--- config.mk ---
export PLATFORM = sky130hd
export DESIGN_NAME = median_window_11_flat
export DESIGN_NICKNAME = d
export VERILOG_FILES = /design/src/rtl/median_pkg.sv /design/src/rtl/median_window_11_if.sv /design/src/rtl/median_win_shreg.sv /design/src/rtl/median_window_11.sv /design/src/flat_wrapper.sv
export SDC_FILE = /design/constraint.sdc
export NUM_CORES = 1
export LEC_CHECK = 0
export CAP_MARGIN = 40
export CORE_MARGIN = 3
export CORE_UTILIZATION = 40
export CTS_CLUSTER_SIZE = 25
export DETAILED_ROUTE_END_ITERATION = 6
export PLACE_DENSITY_LB_ADDON = 0.1
export SKIP_LAST_GASP = 1
export SYNTH_ARGS = -nofsm -noshare
export SYNTH_HDL_FRONTEND = slang
export SYNTH_HIERARCHICAL = 1
export SYNTH_SLANG_ARGS = --single-unit
--- constraint.sdc ---
create_clock -name clk -period 12.3 [get_ports clk]
set_input_delay 1.23 -clock clk [delete_from_list [all_inputs] [get_ports clk]]
set_output_delay 1.23 -clock clk [all_outputs]
set_load 0.05 [all_outputs]
--- src/rtl/median_pkg.sv ---
// Shared types and constants for the median_window_11 sliding-window front end.
//
// Contents:
//   data_t      - 32-bit sample type, also the sorter's data_* input type
//   WIN_LEN     - window length (fixed at the sorter width, 11)
//   fill_cnt_t  - 4-bit fill counter, saturates at WIN_LEN
//   win_state_t - window state: EMPTY, FILL, FULL
package median_pkg;

    typedef logic [31:0] data_t;

    localparam int WIN_LEN = 11;

    typedef logic [3:0] fill_cnt_t;

    typedef enum logic [1:0] {
        EMPTY = 2'd0,
        FILL  = 2'd1,
        FULL  = 2'd2
    } win_state_t;

endpackage

--- src/rtl/median_window_11_if.sv ---
// Stream and window bundle of median_window_11.
//
// Handshake rule for both sides: a transfer happens at a rising clk edge where
// valid and ready are both high. ready never depends on valid. While a
// window is offered (out_valid=1) and not taken, the window is held stable.
//
// Signals:
//   in_data, in_valid, in_ready - input sample stream
//   flush                       - synchronous frame restart
//   data_0 .. data_10           - registered window, data_0 oldest
//   out_valid, out_ready        - window handshake
//   win_seq                     - index of the presented window
// Modports: master (sample source / window consumer), slave (the window block).
interface median_window_11_if
    import median_pkg::*;
#(
    parameter int SEQ_W = 16
);
    data_t            in_data;
    logic             in_valid;
    logic             in_ready;
    logic             flush;
    data_t            data_0, data_1, data_2, data_3, data_4, data_5;
    data_t            data_6, data_7, data_8, data_9, data_10;
    logic             out_valid;
    logic             out_ready;
    logic [SEQ_W-1:0] win_seq;

    modport master (
        output in_data, in_valid, flush, out_ready,
        input  in_ready, out_valid, win_seq,
        input  data_0, data_1, data_2, data_3, data_4, data_5,
        input  data_6, data_7, data_8, data_9, data_10
    );

    modport slave (
        input  in_data, in_valid, flush, out_ready,
        output in_ready, out_valid, win_seq,
        output data_0, data_1, data_2, data_3, data_4, data_5,
        output data_6, data_7, data_8, data_9, data_10
    );

endinterface

--- src/rtl/median_win_shreg.sv ---
// WIN_LEN-entry sample shift register; q[0] oldest, q[WIN_LEN-1] newest.
//
// Ports:
//   clk, rst  - clock, asynchronous active-high reset (clears all entries)
//   clear     - synchronous clear of all entries, beats shifting
//   shift_en  - shift one place toward q[0] and load d into the newest slot
//   bcast     - (MEDIAN_WIN_EDGE_REPLICATE_EN only) with shift_en, load d
//               into every slot
//   d         - sample in
//   q         - window out
module median_win_shreg
    import median_pkg::*;
(
    input  logic  clk,
    input  logic  rst,
    input  logic  clear,
    input  logic  shift_en,
`ifdef MEDIAN_WIN_EDGE_REPLICATE_EN
    input  logic  bcast,
`endif
    input  data_t d,
    output data_t q [WIN_LEN]
);

    always_ff @(posedge clk or posedge rst) begin
        if (rst) begin
            for (int i = 0; i < WIN_LEN; i++) q[i] <= '0;
        end else if (clear) begin
            for (int i = 0; i < WIN_LEN; i++) q[i] <= '0;
        end else if (shift_en) begin
`ifdef MEDIAN_WIN_EDGE_REPLICATE_EN
            if (bcast) begin
                for (int i = 0; i < WIN_LEN; i++) q[i] <= d;
            end else begin
                for (int i = 0; i < WIN_LEN - 1; i++) q[i] <= q[i+1];
                q[WIN_LEN-1] <= d;
            end
`else
            for (int i = 0; i < WIN_LEN - 1; i++) q[i] <= q[i+1];
            q[WIN_LEN-1] <= d;
`endif
        end
    end

endmodule

--- src/rtl/median_window_11.sv ---
// Streaming sliding-window front end for the 11-input median sorter.
// Keeps the last WIN_LEN accepted samples and offers them as one registered
// window with a valid/ready handshake and a wrapping window index.
//
// Ports:
//   clk, rst  - clock, asynchronous active-high reset
//   bus       - median_window_11_if.slave: sample stream, flush, window
//               outputs data_0..data_10, out_valid/out_ready, win_seq
//   dbg_state - current window state (EMPTY/FILL/FULL)
//
// Build option: MEDIAN_WIN_EDGE_REPLICATE_EN - the first sample after reset or
// flush fills every slot, so the first window is valid right after it.
module median_window_11 #(
    parameter int WIN_LEN = 11,
    parameter int SEQ_W   = 16
) (
    input  logic                   clk,
    input  logic                   rst,
    median_window_11_if.slave      bus,
    output median_pkg::win_state_t dbg_state
);
    import median_pkg::*;

    // The sorter behind this block is fixed at 11 inputs.
    if (WIN_LEN != median_pkg::WIN_LEN) begin : g_len_check
        $error("median_window_11 supports WIN_LEN = 11 only");
    end

    win_state_t       state;
    fill_cnt_t        fill_cnt;
    logic             out_valid_q;
    logic [SEQ_W-1:0] win_seq_q;
    data_t            win [WIN_LEN];

    logic in_acc;
    logic out_acc;

    // Ready is blocked by flush and by a held (untaken) window.
    assign bus.in_ready = !rst && !bus.flush && (!out_valid_q || bus.out_ready);
    assign in_acc       = bus.in_valid && bus.in_ready;
    assign out_acc      = out_valid_q && bus.out_ready;

    median_win_shreg u_shreg (
        .clk      (clk),
        .rst      (rst),
        .clear    (bus.flush),
        .shift_en (in_acc),
`ifdef MEDIAN_WIN_EDGE_REPLICATE_EN
        .bcast    (state == EMPTY),
`endif
        .d        (bus.in_data),
        .q        (win)
    );

    always_ff @(posedge clk or posedge rst) begin
        if (rst) begin
            state       <= EMPTY;
            fill_cnt    <= '0;
            out_valid_q <= 1'b0;
            win_seq_q   <= '0;
        end else if (bus.flush) begin
            state       <= EMPTY;
            fill_cnt    <= '0;
            out_valid_q <= 1'b0;
            win_seq_q   <= '0;
        end else begin
            if (out_acc) win_seq_q <= win_seq_q + SEQ_W'(1);

            if (in_acc) begin
                case (state)
                    EMPTY: begin
`ifdef MEDIAN_WIN_EDGE_REPLICATE_EN
                        fill_cnt    <= fill_cnt_t'(WIN_LEN);
                        state       <= FULL;
                        out_valid_q <= 1'b1;
`else
                        fill_cnt    <= 4'd1;
                        state       <= FILL;
`endif
                    end
                    FILL: begin
                        if (fill_cnt == fill_cnt_t'(WIN_LEN - 1)) begin
                            fill_cnt    <= fill_cnt_t'(WIN_LEN);
                            state       <= FULL;
                            out_valid_q <= 1'b1;
                        end else begin
                            fill_cnt <= fill_cnt + 4'd1;
                        end
                    end
                    FULL: begin
                        // New window replaces the old one; stay valid.
                        out_valid_q <= 1'b1;
                    end
                    default: begin
                        state    <= EMPTY;
                        fill_cnt <= '0;
                    end
                endcase
            end else if (out_acc) begin
                out_valid_q <= 1'b0;
            end
        end
    end

    assign bus.out_valid = out_valid_q;
    assign bus.win_seq   = win_seq_q;
    assign dbg_state     = state;

    assign bus.data_0  = win[0];
    assign bus.data_1  = win[1];
    assign bus.data_2  = win[2];
    assign bus.data_3  = win[3];
    assign bus.data_4  = win[4];
    assign bus.data_5  = win[5];
    assign bus.data_6  = win[6];
    assign bus.data_7  = win[7];
    assign bus.data_8  = win[8];
    assign bus.data_9  = win[9];
    assign bus.data_10 = win[10];

endmodule

--- src/flat_wrapper.sv ---
// flat-port wrapper written by rule: the top's interface ports become plain ports
module median_window_11_flat import median_pkg::*;
#(
    parameter int WIN_LEN = 11,
    parameter int SEQ_W   = 16
)
  (clk, rst, dbg_state, bus_in_data, bus_in_valid, bus_flush, bus_out_ready, bus_in_ready, bus_out_valid, bus_win_seq, bus_data_0, bus_data_1, bus_data_2, bus_data_3, bus_data_4, bus_data_5, bus_data_6, bus_data_7, bus_data_8, bus_data_9, bus_data_10);
  median_window_11_if #(.SEQ_W(SEQ_W)) bus_i ();
  input  logic clk;
  input  logic rst;
  output median_pkg::win_state_t dbg_state;
  input wire logic [$bits(bus_i.in_data)-1:0] bus_in_data;
  input wire logic [$bits(bus_i.in_valid)-1:0] bus_in_valid;
  input wire logic [$bits(bus_i.flush)-1:0] bus_flush;
  input wire logic [$bits(bus_i.out_ready)-1:0] bus_out_ready;
  output wire logic [$bits(bus_i.in_ready)-1:0] bus_in_ready;
  output wire logic [$bits(bus_i.out_valid)-1:0] bus_out_valid;
  output wire logic [$bits(bus_i.win_seq)-1:0] bus_win_seq;
  output wire logic [$bits(bus_i.data_0)-1:0] bus_data_0;
  output wire logic [$bits(bus_i.data_1)-1:0] bus_data_1;
  output wire logic [$bits(bus_i.data_2)-1:0] bus_data_2;
  output wire logic [$bits(bus_i.data_3)-1:0] bus_data_3;
  output wire logic [$bits(bus_i.data_4)-1:0] bus_data_4;
  output wire logic [$bits(bus_i.data_5)-1:0] bus_data_5;
  output wire logic [$bits(bus_i.data_6)-1:0] bus_data_6;
  output wire logic [$bits(bus_i.data_7)-1:0] bus_data_7;
  output wire logic [$bits(bus_i.data_8)-1:0] bus_data_8;
  output wire logic [$bits(bus_i.data_9)-1:0] bus_data_9;
  output wire logic [$bits(bus_i.data_10)-1:0] bus_data_10;
  assign bus_i.in_data = bus_in_data;
  assign bus_i.in_valid = bus_in_valid;
  assign bus_i.flush = bus_flush;
  assign bus_i.out_ready = bus_out_ready;
  assign bus_in_ready = bus_i.in_ready;
  assign bus_out_valid = bus_i.out_valid;
  assign bus_win_seq = bus_i.win_seq;
  assign bus_data_0 = bus_i.data_0;
  assign bus_data_1 = bus_i.data_1;
  assign bus_data_2 = bus_i.data_2;
  assign bus_data_3 = bus_i.data_3;
  assign bus_data_4 = bus_i.data_4;
  assign bus_data_5 = bus_i.data_5;
  assign bus_data_6 = bus_i.data_6;
  assign bus_data_7 = bus_i.data_7;
  assign bus_data_8 = bus_i.data_8;
  assign bus_data_9 = bus_i.data_9;
  assign bus_data_10 = bus_i.data_10;
  median_window_11 #(.WIN_LEN(WIN_LEN), .SEQ_W(SEQ_W)) u_core (.clk(clk), .rst(rst), .bus(bus_i), .dbg_state(dbg_state));
endmodule
* Word level (Yosys, flattened, before mapping)
Cells that the tools add are included.
Word-level totals: logic and storage cells 56, memories kept 0, RAM bits 0, latch bits 0, register bits 375, memory bits (read-only) 0, input port bits 37
Cells by class: reductions and logical operators 15, $mul 0, eq/ne operators 7, order comparisons 0, divide/modulo/power cells 0, mux-type cells 17, shifts and indexed selects 0, bitwise logic cells 0, add/subtract/negate cells 2
Operator list (count):
- $mux W352 | 2
- $mux W16 | 2
- $add A16 B1 Y16 const B | 1
- $mux W4 | 3
- $pmux W4 S3 | 1
- $ne A4 B4 Y1 const B | 2
- $mux W2 | 3
- $pmux W2 S3 | 1
- $reduce_and A3 Y1 | 2
- $add A4 B1 Y4 const B | 1
- $eq A4 B4 Y1 const B | 1
- $logic_and A1 B1 Y1 | 4
- $mux W1 | 4
- $reduce_bool A2 Y1 | 2
- $logic_not A1 Y1 | 3
- $ne A3 B2 Y1 const B | 1
- $reduce_bool A3 Y1 | 1
- $eq A2 B1 Y1 const B | 1
- $eq A2 B2 Y1 const B | 1
- $logic_not A2 Y1 | 1
- $ne A2 B2 Y1 const B | 1
- $pmux W1 S2 | 1
- $reduce_and A2 Y1 | 1
- $logic_or A1 B1 Y1 | 1

* Logic depth before layout (Yosys ltp)
depth in word-level cells 6, depth in mapped cells 8, gate-level depth less buffers 6

* Cells and area by module
Netlist, hierarchy kept.
By module, submodules not included:
- median_win_shreg | sequential area each 8808.4 sq um, cells each 1135, instances 1, area each 14222.4 sq um
- median_window_11 | sequential area each 575.6 sq um, cells each 137, instances 1, area each 1263.7 sq um

* Least setup slack after synthesis
Ideal clock, no wire load.
path kind input port to output port, from input bus_flush, to output bus_in_ready, stages on the path 3, path slack 8380 ps, arrival 2690 ps, cell sequence clkbuf_1 -> clkbuf_1 -> nor3_1
On the way: word-level cells in the longest chain between the ends 3
Ends and longest elaborated chain:
- from (decl) | line flat_wrapper.sv:14 | input wire logic [$bits(bus_i.flush)-1:0] bus_flush;
- $logic_not A1 Y1 | line median_window_11.sv:39 | assign bus.in_ready = !rst && !bus.flush && (!out_valid_q || bus.out_ready);
- $logic_and A1 B1 Y1 (2 in series) | line median_window_11.sv:39
- to (decl) | line flat_wrapper.sv:16 | output wire logic [$bits(bus_i.in_ready)-1:0] bus_in_ready;
No other way between the ends.

* Final worst setup path
from input bus_out_ready, to output bus_in_ready
On the way: word-level cells in the longest chain between the ends 2
Ends and longest elaborated chain:
- from (decl) | line flat_wrapper.sv:15 | input wire logic [$bits(bus_i.out_ready)-1:0] bus_out_ready;
- $logic_or A1 B1 Y1 | line median_window_11.sv:39
- $logic_and A1 B1 Y1 | line median_window_11.sv:39
No other way between the ends.

==> flow_summary.json <==
{
  "hold_end": "u_core/u_shreg/q[348]$_DFFE_PP0P_",
  "combPwrFrac_pct": 5.5,
  "p_sw_mw": 0.593,
  "syn-mean-instance-area_um2": 12.2,
  "hp-start": "u_core/u_shreg/q[348]$_DFFE_PP0P_",
  "cp.arrival_ns": 3.04,
  "synth_async_sr_flop_share_pct": 100,
  "fin_setup_tns_ns": 0,
  "netSwitchingFraction_pct": 22.5,
  "dr.first_iter.drc_count": 582,
  "drt_wl_total_um": 42800,
  "hold_viol_final": 0,
  "p_per_area_mw_per_mm2": 124,
  "finish.utilization_pct": 56.2,
  "cp.required_ns": 11.07,
  "max_clock_freq_mhz": 234,
  "ctsHoldBuffers": 0,
  "crit_type": "input pin to output pin",
  "nets": 1702,
  "io_buffers": 408,
  "crit_path_start_kind": "input pin",
  "netlist_instances": 1272,
  "synth_warnings": 6,
  "antennaDiodeCount": 0,
  "syn2layout_area_growth_pct": 37.7,
  "ant_nets": 0,
  "yosysSeqAreaShare_pct": 60.6,
  "clock_sinks": 375,
  "synthTopCellsByArea": "dfrtp_1, mux2i_1, nor2_1",
  "rsz0062_at_grt": "false",
  "r2r_end": "u_core/u_shreg/q[339]$_DFFE_PP0P_",
  "end_kind": "output pin",
  "reg2reg_depth": 9,
  "synth_flop_cell": "dfrtp_1",
  "dp_hpwl_um": 29300,
  "stdcell_area_mm2": 0.0213,
  "cts_resized": 0,
  "clock_path_buffers": 3,
  "seq_power_share_pct": 47.2,
  "grt_pass1_vias": 10800,
  "num_io_pins": 409,
  "viasPerCell": 4.89,
  "clk_pin_slew_worst_paths_ns": 0.06,
  "leakagePower_nw": 9.03,
  "path_max_fanout": 6,
  "vias": 10800,
  "synthesis.area_mm2": 0.0155,
  "yosysTopAreaCellShare_pct": 60.6,
  "r2r_start": "u_core/bus.out_valid$_DFFE_PP0P_",
  "synth_largest_area_cell": "dfrtp_1",
  "routed-wl-met3_um": 3320,
  "die_w_um": 203,
  "clk_latency_ns": 0.55,
  "synth-seq-cells": 375,
  "setup_viol": 0,
  "hp-class": "flop to flop",
  "p_int_mw": 2.04,
  "outcome": "completed",
  "rows": 71,
  "grt_pass1_wl_um": 66700,
  "post_cts_buffers": 0,
  "fin_skew_ns": 0.00934,
  "synth_enable_flop_cells": 0,
  "fin_crit_ns": 4.27,
  "hold_slack_ns": 0.521,
  "dpl_cell_area_mm2": 0.0199,
  "synth_nets": 1316,
  "cts_buffers": 41,
  "route.layer.met1.wl_um": 19400,
  "cts_root_buf": "clkbuf_16",
  "drv_cap": 0,
  "drc": 0,
  "min_path_cells": 2,
  "start_util_pct": 40.8,
  "wire_per_inst_um": 19.5,
  "cts_tree": "yes",
  "antenna_found_initial": 0,
  "fin_crit_sh_pct": 34.7,
  "met2WireLength_um": 18900,
  "maxUsedRoutingLayer": "met4",
  "grt_remaining_overflow": 0,
  "htreeDepth": 2,
  "finalPower_mw": 2.64,
  "die_height_um": 203,
  "relSlewSlack_pct": 27.6,
  "p_clk_share_pct": 47.3,
  "die-area_mm2": 0.0411,
  "dr.pass1.iters": 5,
  "ir_drop_mv": 0.101,
  "worstMarginPinSlew_ns": 1.09,
  "slew_violations": 0,
  "rrSetupSlack_ns": 9.03,
  "track_usage_pct": 20.5,
  "grt_max_degree": 172,
  "core_area_mm2": 0.0379,
  "drive_gt1_share_pct": 5.38,
  "synth_cell_types": 32,
  "gp_congestion": 0.809
}
==> layout by cell type (no fill, tap or decap), drive strengths merged <==
cell type,instances
a21oi,8
nand3b,3
inv,8
xnor2,9
o21a,1
a31o,1
nor2,365
nand2,13
o21ai,8
a211oi,1
clkdlybuf4s50,407
nand3,8
clkbuf,64
and2b,1
buf,18
nor3,4
ha,7
o22ai,1
or4,2
nand4,6
bufinv,2
dfrtp,375
mux2i,352
or3,5
clkinv,8
nor4,7
nand2b,2
xor2,2
nor2b,2
==> worst max-delay path by stage <==
| stage | from | end | slack [ns] | cells after the start |
|---|---|---|---|---|
| final | bus_out_ready | bus_in_ready | 8.03 | 4 |
| after global routing | bus_out_ready | bus_in_ready | 7.93 | 4 |
| after CTS | bus_out_ready | bus_in_ready | 8.01 | 4 |
| after detailed placement | bus_out_ready | u_core/u_shreg/q[260]$_DFFE_PP0P_ | 7.64 | 10 |
| after global placement | bus_out_ready | u_core/u_shreg/q[338]$_DFFE_PP0P_ | 6.83 | 8 |
| after floorplan | rst | u_core/u_shreg/q[0]$_DFFE_PP0P_ | 1.31 | 1 |
==> per-stage QoR <==
step / cells / setup slack, ns
final: 2201 / 8.03
after global routing: 2201 / 7.93
after CTS: 2201 / 8.01
after detailed placement: 2126 / 7.64
after global placement: 2119 / 6.83
after floorplan: 1272 / 1.31
==> worst max-delay path: stages <==
cell and delay (ns):
clkdlybuf4s50_1 0.57, and2b_2 0.28, nor3_1 0.14, clkdlybuf4s50_1 0.83
==> power groups by stage <==
stage | Clock (mW) | Combinational, mW | Sequential, mW
after CTS | 1.29 | 0.149 | 1.24
after detailed placement | 0 | 0.149 | 1.27
final | 1.25 | 0.146 | 1.24
after floorplan | 0 | 0.0894 | 1.28
after global placement | 0 | 0.144 | 1.27
after global routing | 1.33 | 0.158 | 1.24
==> layout make-up <==
type | count | area, µm²
clock inverter | 11 | 109
sequential | 375 | 9380
multi-input combinational | 808 | 5500
inverter | 7 | 33.8
timing repair buffer | 425 | 4370
clock buffer | 64 | 1270
tap | 511 | 639
fill | 3287 | 16600
==> cells by family after synthesis <==
| logic type | synth area share (%) |
|---|---|
| buf+inv | 3.92 |
| simple gates | 10.8 |
| fa+ha+maj | 0.566 |
| compound gates | 0.711 |
| flops | 60.6 |
| mux | 22.8 |
| xor+xnor | 0.622 |
==> sequential cells by signal, summed over array words and instances, names as in the netlist <==
signal                cells
u_core/u_shreg/q        352
u_core/bus.win_seq       16
u_core/fill_cnt           4
u_core/dbg_state          2
u_core/bus.out_valid      1
==> synthesized netlist by cell type, types with 7 or more instances <==
master    number
dfrtp_1      375
nor2_1       365
mux2i_1      352
buf_6         31
clkbuf_1      29
nand2_1       13
xnor2_1        9
a21oi_1        8
buf_2          8
buf_4          8
o21ai_0        8
ha_1           7
inv_1          7
nand3_1        7
nor4_1         7
==> per-layer routing <==
metal / track usage (%) / vias up
li1: - / 5057
met1: 29.0 / 5330
met2: 30.1 / 316
met3: 6.70 / 63
met4: 6.19 / 0
met5: 0 / -
(Power assumes the default switching activity.)
